**src/rtl/obi_ahb_bridge.sv**
```systemverilog
// rtl/obi_ahb_bridge.sv - OBI instruction/data ports bridged onto one AHB-Lite master
module obi_ahb_bridge #(
  parameter int ADDR_W   = 32,
  parameter int ARB_MODE = 0,
  parameter int TIMEOUT  = 0
) (
  input  logic              HCLK,
  input  logic              HRESETn,
  input  logic              instr_req_i,
  input  logic [ADDR_W-1:0] instr_addr_i,
  output logic              instr_gnt_o,
  output logic              instr_rvalid_o,
  output logic              instr_err_o,
  output logic [31:0]       instr_rdata_o,
  input  logic              data_req_i,
  input  logic              data_we_i,
  input  logic [3:0]        data_be_i,
  input  logic [ADDR_W-1:0] data_addr_i,
  input  logic [31:0]       data_wdata_i,
  output logic              data_gnt_o,
  output logic              data_rvalid_o,
  output logic              data_err_o,
  output logic [31:0]       data_rdata_o,
  output logic [ADDR_W-1:0] HADDR,
  output logic [2:0]        HSIZE,
  output logic [1:0]        HTRANS,
  output logic              HWRITE,
  output logic [31:0]       HWDATA,
  input  logic [31:0]       HRDATA,
  input  logic              HREADY,
  input  logic              HRESP
);

  localparam int CNT_W = (TIMEOUT > 0) ? $clog2(TIMEOUT + 1) : 1;
  localparam logic [CNT_W-1:0] CNT_MAX = CNT_W'(TIMEOUT);

  typedef enum logic [1:0] {S_IDLE, S_ADDR, S_DATA, S_LERR} state_t;

  state_t            state;
  state_t            state_nxt;
  logic              armed;
  logic              src_q;
  logic              last_q;
  logic [ADDR_W-1:0] haddr_q;
  logic [2:0]        hsize_q;
  logic              hwrite_q;
  logic [CNT_W-1:0]  wait_cnt;
  logic [31:0]       hwdata_q;
  logic              any_req;
  logic              pick_data;
  logic              be_ok;
  logic [2:0]        be_size;
  logic [1:0]        be_off;
  logic              arb_fire;
  logic              accept;
  logic              timed_out;
  logic              rsp_err;
  logic              unused_addr_lsb;

  // Address bits [1:0] of both ports carry no information; the bridge rebuilds them
  assign unused_addr_lsb = ^{instr_addr_i[1:0], data_addr_i[1:0]};

  assign any_req   = instr_req_i | data_req_i;
  assign arb_fire  = (state == S_IDLE) && armed && any_req;
  assign accept    = (state == S_ADDR) && HREADY;
  assign timed_out = (TIMEOUT > 0) && (wait_cnt == CNT_MAX);

  // Read data is a straight copy of the bus, silenced only while reset is held
  assign instr_rdata_o = HRESETn ? HRDATA : 32'h0;
  assign data_rdata_o  = HRESETn ? HRDATA : 32'h0;
  assign HWDATA        = hwdata_q;

  // Choose the source to serve: data first, or the one not granted last on a tie
  always_comb begin
    pick_data = data_req_i;
    if (data_req_i && instr_req_i) begin
      pick_data = (ARB_MODE == 1) ? !last_q : 1'b1;
    end
  end

  // Byte-enable pattern to transfer size and low address bits
  always_comb begin
    be_ok   = 1'b1;
    be_size = 3'b000;
    be_off  = 2'b00;
    case (data_be_i)
      4'b0001: begin be_size = 3'b000; be_off = 2'd0; end
      4'b0010: begin be_size = 3'b000; be_off = 2'd1; end
      4'b0100: begin be_size = 3'b000; be_off = 2'd2; end
      4'b1000: begin be_size = 3'b000; be_off = 2'd3; end
      4'b0011: begin be_size = 3'b001; be_off = 2'd0; end
      4'b1100: begin be_size = 3'b001; be_off = 2'd2; end
      4'b1111: begin be_size = 3'b010; be_off = 2'd0; end
      default: be_ok = 1'b0;
    endcase
  end

  // Next state, grants, responses and AHB address-phase drive
  always_comb begin
    state_nxt      = state;
    instr_gnt_o    = 1'b0;
    data_gnt_o     = 1'b0;
    instr_rvalid_o = 1'b0;
    instr_err_o    = 1'b0;
    data_rvalid_o  = 1'b0;
    data_err_o     = 1'b0;
    HTRANS         = 2'b00;
    HADDR          = '0;
    HSIZE          = 3'b000;
    HWRITE         = 1'b0;
    rsp_err        = 1'b0;
    case (state)
      S_IDLE: begin
        if (arb_fire) begin
          if (pick_data && !be_ok) begin
            state_nxt  = S_LERR;
            data_gnt_o = 1'b1;
          end else begin
            state_nxt = S_ADDR;
          end
        end
      end
      S_ADDR: begin
        HTRANS = 2'b10;
        HADDR  = haddr_q;
        HSIZE  = hsize_q;
        HWRITE = hwrite_q;
        if (HREADY) begin
          state_nxt   = S_DATA;
          instr_gnt_o = !src_q;
          data_gnt_o  = src_q;
        end
      end
      S_DATA: begin
        if (timed_out || HREADY) begin
          state_nxt      = S_IDLE;
          rsp_err        = timed_out | HRESP;
          instr_rvalid_o = !src_q;
          instr_err_o    = !src_q & rsp_err;
          data_rvalid_o  = src_q;
          data_err_o     = src_q & rsp_err;
        end
      end
      S_LERR: begin
        state_nxt     = S_IDLE;
        data_rvalid_o = 1'b1;
        data_err_o    = 1'b1;
      end
      default: state_nxt = S_IDLE;
    endcase
  end

  // State register
  always_ff @(posedge HCLK or negedge HRESETn) begin
    if (!HRESETn) state <= S_IDLE;
    else          state <= state_nxt;
  end

  // Hold off arbitration for the first edge after reset release
  always_ff @(posedge HCLK or negedge HRESETn) begin
    if (!HRESETn) armed <= 1'b0;
    else          armed <= 1'b1;
  end

  // Capture the winner's transfer attributes when arbitration fires
  always_ff @(posedge HCLK or negedge HRESETn) begin
    if (!HRESETn) begin
      src_q    <= 1'b0;
      haddr_q  <= '0;
      hsize_q  <= 3'b000;
      hwrite_q <= 1'b0;
    end else if (arb_fire) begin
      src_q <= pick_data;
      if (pick_data) begin
        haddr_q  <= {data_addr_i[ADDR_W-1:2], be_off};
        hsize_q  <= be_size;
        hwrite_q <= data_we_i;
      end else begin
        haddr_q  <= {instr_addr_i[ADDR_W-1:2], 2'b00};
        hsize_q  <= 3'b010;
        hwrite_q <= 1'b0;
      end
    end
  end

  // Round-robin memory toggles on every grant pulse
  always_ff @(posedge HCLK or negedge HRESETn) begin
    if (!HRESETn)                       last_q <= 1'b0;
    else if (instr_gnt_o || data_gnt_o) last_q <= !last_q;
  end

  // Write data is taken when the address phase is accepted and held through DATA
  always_ff @(posedge HCLK or negedge HRESETn) begin
    if (!HRESETn)              hwdata_q <= 32'h0;
    else if (accept && src_q)  hwdata_q <= data_wdata_i;
  end

  // Data-phase wait-state counter for the local timeout
  always_ff @(posedge HCLK or negedge HRESETn) begin
    if (!HRESETn) begin
      wait_cnt <= '0;
    end else if (accept) begin
      wait_cnt <= '0;
    end else if ((state == S_DATA) && !HREADY && !timed_out) begin
      wait_cnt <= wait_cnt + 1'b1;
    end
  end

endmodule

```
**config.mk**
```make
export PLATFORM = sky130hd
export DESIGN_NAME = obi_ahb_bridge
export DESIGN_NICKNAME = d
export VERILOG_FILES = /design/src/rtl/obi_ahb_bridge.sv
export SDC_FILE = /design/constraint.sdc
export NUM_CORES = 1
export LEC_CHECK = 0
export ABC_AREA = 1
export CAP_MARGIN = 10
export CORE_AREA = 2 2 109 111
export DETAILED_ROUTE_END_ITERATION = 10
export DIE_AREA = 0 0 111 113
export HOLD_SLACK_MARGIN = 0.02
export PLACE_DENSITY = 0.93
export SLEW_MARGIN = 5
export SYNTH_ARGS = -nofsm -noshare
export SYNTH_HDL_FRONTEND = slang
export SYNTH_SLANG_ARGS = --single-unit
```
**constraint.sdc**
```tcl
create_clock -name HCLK -period 2 [get_ports HCLK]
set_input_delay 0.4 -clock HCLK [delete_from_list [all_inputs] [get_ports HCLK]]
set_output_delay 0.4 -clock HCLK [all_outputs]
set_load 0.01 [all_outputs]
```
Word level (Yosys, flattened, before mapping)

Cells that the tools add are included.

Bits of input ports: 139
Word-level logic and storage cells: 65
Flip-flop bits (word level): 72

Reductions and logical operators: 13
Bitwise operators: 3
Muxes and demuxes: 29
Equality and inequality tests: 13

Operator list:

| cell                 | count |
|---|---|
| $mux W32             | 3 |
| $mux W1              | 13 |
| $eq A4 B4 Y1 const B | 3 |
| $mux W2              | 5 |
| $eq A4 B2 Y1 const B | 2 |
| $pmux W2 S4          | 1 |
| $reduce_or A7 Y1     | 1 |
| $logic_and A1 B1 Y1  | 6 |
| $mux W3              | 2 |
| $ne A2 B2 Y1 const B | 3 |
| $pmux W1 S2          | 3 |
| $pmux W2 S3          | 1 |
| $eq A2 B2 Y1 const B | 2 |
| $eq A4 B1 Y1 const B | 1 |
| $eq A4 B3 Y1 const B | 1 |
| $pmux W2 S2          | 1 |
| $reduce_or A2 Y1     | 2 |
| $reduce_and A3 Y1    | 1 |
| $and A1 B1 Y1        | 2 |
| $eq A2 B1 Y1 const B | 1 |
| $logic_not A1 Y1     | 2 |
| $logic_not A2 Y1     | 1 |
| $or A1 B1 Y1         | 1 |

Longest topological paths before layout

Depth in word-level cells: 8
Gate-level depth with buffers: 8

Least setup slack after synthesis

OpenSTA, ideal clock, no wires.

Path kind: register to output
Start point: register src_q
End point: output port instr_err_o
Setup slack: 0.440 ns
Buffers on the path: 0
Cell stages (with the launch flop): 3
Arrival: 1.160 ns
Cells stage by stage: dfrtp_1 -> nor4_1 -> and2_1

Word-level cells in the longest chain between the ends: 4

RTL lines:

| what                     | line | text |
|---|---|---|
| start: declaration       | 42   | `logic src_q;` |
| start signal: assignment | 173  | `src_q <= pick_data;` |
| $logic_not A1 Y1         | 139  | `instr_err_o = !src_q & rsp_err;` |
| $and A1 B1 Y1            | 139  |  |
| $mux W1                  | 135  | `if (timed_out \|\| HREADY) begin` |
| $mux W1                  | 112  | `case (state)` |
| end: declaration         | 13   | `output logic instr_err_o,` |

Every way passes these cells.

Worst setup path in the final report

Start point: input port HRDATA[23]
End point: output port data_rdata_o[23]

Word-level cells in the longest chain between the ends: 1

RTL lines:

| what               | line | text |
|---|---|---|
| start: declaration | 29   | `input logic [31:0] HRDATA,` |
| $mux W32           | 70   | `assign data_rdata_o = HRESETn ? HRDATA : 32'h0;` |
| end: declaration   | 23   | `output logic [31:0] data_rdata_o,` |

Every way passes these cells.

==> reports/metrics.yaml <==
status: "completed"
setup_viol_count_final: 0
fin_ws_ns: 0.0208
synth-simple-area-share_pct: 17.5
post-route-period-util_pct: 99.0
critPathBufInv: 3
grt_max_degree: 65
io_buffers: 272
synth-xor-area-share_pct: 0
peakVddDrop_mv: 0.519
grt_pass1_vias: 4219
row_count: 39
synth_mux_area_share_pct: 0
crit_required_ns: 1.60
max_slew_margin_pct: 60.7
dieHeight_um: 113
synth_area_um2: 4120
synth_area_leaders: "dfrtp_1 43%, inv_1 9.3%, o211ai_2 7.6%, nand2_1 7.2%, buf_4 6.7%"
cts_buffers: 9
cp_max_fo: 2
gp_congestion: 0.812
htree_levels: 3
antenna_found_initial: 1
final_cell_mix: "206 x clkdlybuf4s50_1, 102 x inv_1, 77 x nand2_1"
die_w_um: 111
layout.cells.non_filler: 908
insertion_delay_ns: 0.32
path_cells: "clkdlybuf4s50_1, nand2_1, inv_1, clkdlybuf4s50_1"
syn_inst: 508
tightestPinTransition_ns: 0.590
routed_via_density: 4.49
hold_slack_ns: 0.333
synth_compound_area_share_pct: 18.6
worstSetupPathType: "primary input to primary output"
crit_family: "buffers and inverters"
ios: 279
ys_ff_latch: 71
routedWlPerCell_um: 14.5
fin_area_um2: 7180
drc: 0
clockBufferDepth: 2
place_ws_ns: -0.470
p_leak_nw: 4.05
ant_nets: 0
die_area_um2: 12500
fillers: 931
crit_path_end_kind: "primary output"
drtPass1Iterations: 5
fmax_mhz: 505
synthAdderAreaFrac_pct: 0
wl_um: 13200
cts_tree: "yes"
dpl-instance-area_um2: 6760
final_max_slew_viol_count: 0
synth-seq-area-share_pct: 43.2
layout_min_cycle_time_ns: 1.98
hold_class: "primary input to asynchronous set/reset pin"
finalClockSkew_ns: 0.00367
fin_nets: 898
ys_warn_count: 0
cts_sinks: 71
core_area_um2: 11300
dp.cells: 886
timing.critical_path.mode_cell: "clkdlybuf4s50_1"
root_buffer: "clkbuf_16"
area_growth_syn_to_layout_pct: 74.5
max_stage_delay_ns: 0.54
final_hold_viol_count: 0
vias: 4077
power_density_nw_per_um2: 1020
dp_hpwl_um: 10300
final_layout_size_suffix_gt1_share_pct: 14.0
cts.clk_slew.worst_paths_ns: 0.06
start_kind: "primary input"
maxCapViolations: 0
track_usage_pct: 20.7
grt_pass1_wl_um: 21000
slowest_stage: "clkdlybuf4s50_1"
syn_area_per_cell_um2: 8.10
synth_top_cell_area_share_pct: 43.2
synth_top_family_by_area: "buffers and inverters"
grt_overflow_total: 0
worst_ep_arrival_time_ns: 1.58
final_util_pct: 63.7
dr.first_iter.drc_count: 216
synth.distinct_cells: 30
synth_area_leader_cell: "dfrtp_1"
initial_core_util_pct: 36.5
layout_commonest_cell: "clkdlybuf4s50_1"
-- registers in the layout (all words and copies together), names as in the netlist --
signal,flops
HWDATA,32
haddr_q,32
hsize_q,2
state,2
armed,1
hwrite_q,1
src_q,1
-- final timing paths --
path / endpoint / cells past startpoint / slack, ns / from
max reg2reg: hsize_q[1] / 9 / 0.18 / state[0]
min: HWDATA[18] / 2 / 0.33 / HRESETn
min in group HCLK: HWDATA[26] / 2 / 0.48 / HWDATA[26]
min reg2reg: HWDATA[26] / 2 / 0.48 / HWDATA[26]
max in group asynchronous: HWDATA[21] / 2 / 1.12 / HRESETn
max: data_rdata_o[23] / 4 / 0.02 / HRDATA[23]
-- Yosys cell counts --
cell type  number
inv_1         102
nand2_1        79
dfrtp_1        71
o21ai_1        49
nor2_1         41
buf_4          37
o211ai_2       25
or2_1          22
o21ai_2        10
clkbuf_1        9
buf_2           8
o21ai_0         8
buf_6           7
or2_0           7
inv_2           5
o211ai_1        5
a21oi_1         3
nand3_1         3
o22ai_1         3
conb_1          2
nand3_2         2
or2_2           2
and2_1          1
buf_8           1
nand2_2         1
nor2_2          1
nor2_4          1
nor3_1          1
nor4_1          1
o21a_1          1
-- final cells by class --
cell class	instances	area [um^2]	area share, %
diodes	1	2.50	0.0348
clock buffers	12	256	3.57
flip-flops and latches	71	1780	24.8
well taps	143	179	2.49
inverters	107	402	5.59
multi-input cells	269	1530	21.2
clock inverters	4	20.0	0.279
repair buffers	301	3020	42.0
-- metrics by stage --
step / power, W / TNS (ns)
after detailed placement: 0.00590 / -3.00
final: 0.00729 / 0
after global placement: 0.00579 / -2.59
after CTS: 0.00734 / -4.98
after floorplan: 0.00405 / 0
after global routing: 0.00781 / -0.0219
-- report_power, final --
group          leakage (nW)  switching, W  internal (W)
registers             0.881      0.000272       0.00209
clock network         0.142      0.000567      0.000898
logic                  3.03       0.00171       0.00176
-- cell families after synthesis --
| family | after synthesis |
|---|---|
| simple gates | 162 |
| compound gates | 104 |
| buf+inv | 169 |
| other cells | 2 |
| flops | 71 |
-- worst register-to-register path: cells and delay by family, from the launching register on --
| kind | cells | cell delay (ns) |
|---|---|---|
| compound gates | 1 | 0.05 |
| buf+inv | 4 | 0.79 |
| flops | 1 | 0.44 |
| simple gates | 4 | 0.44 |
-- metal layers --
layer / track usage (%) / part of all wire, % / vias to the layer above
met3: 6.27 / 8.6 / 17
met1: 23.6 / 39 / 1850
li1: - / - / 2018
met5: 0 / 0 / -
met4: 7.00 / 1.5 / 0
met2: 37.2 / 51 / 192
-- what timing repair did --
action,in CTS,in global routing
setup endpoints to repair,42,59
gates resized for setup,30,68
pin swaps,1,2
hold buffers,1,0
setup buffers,0,4
endpoints found under the hold margin,2,0
cloned,0,0
(Power assumes the default switching activity.)
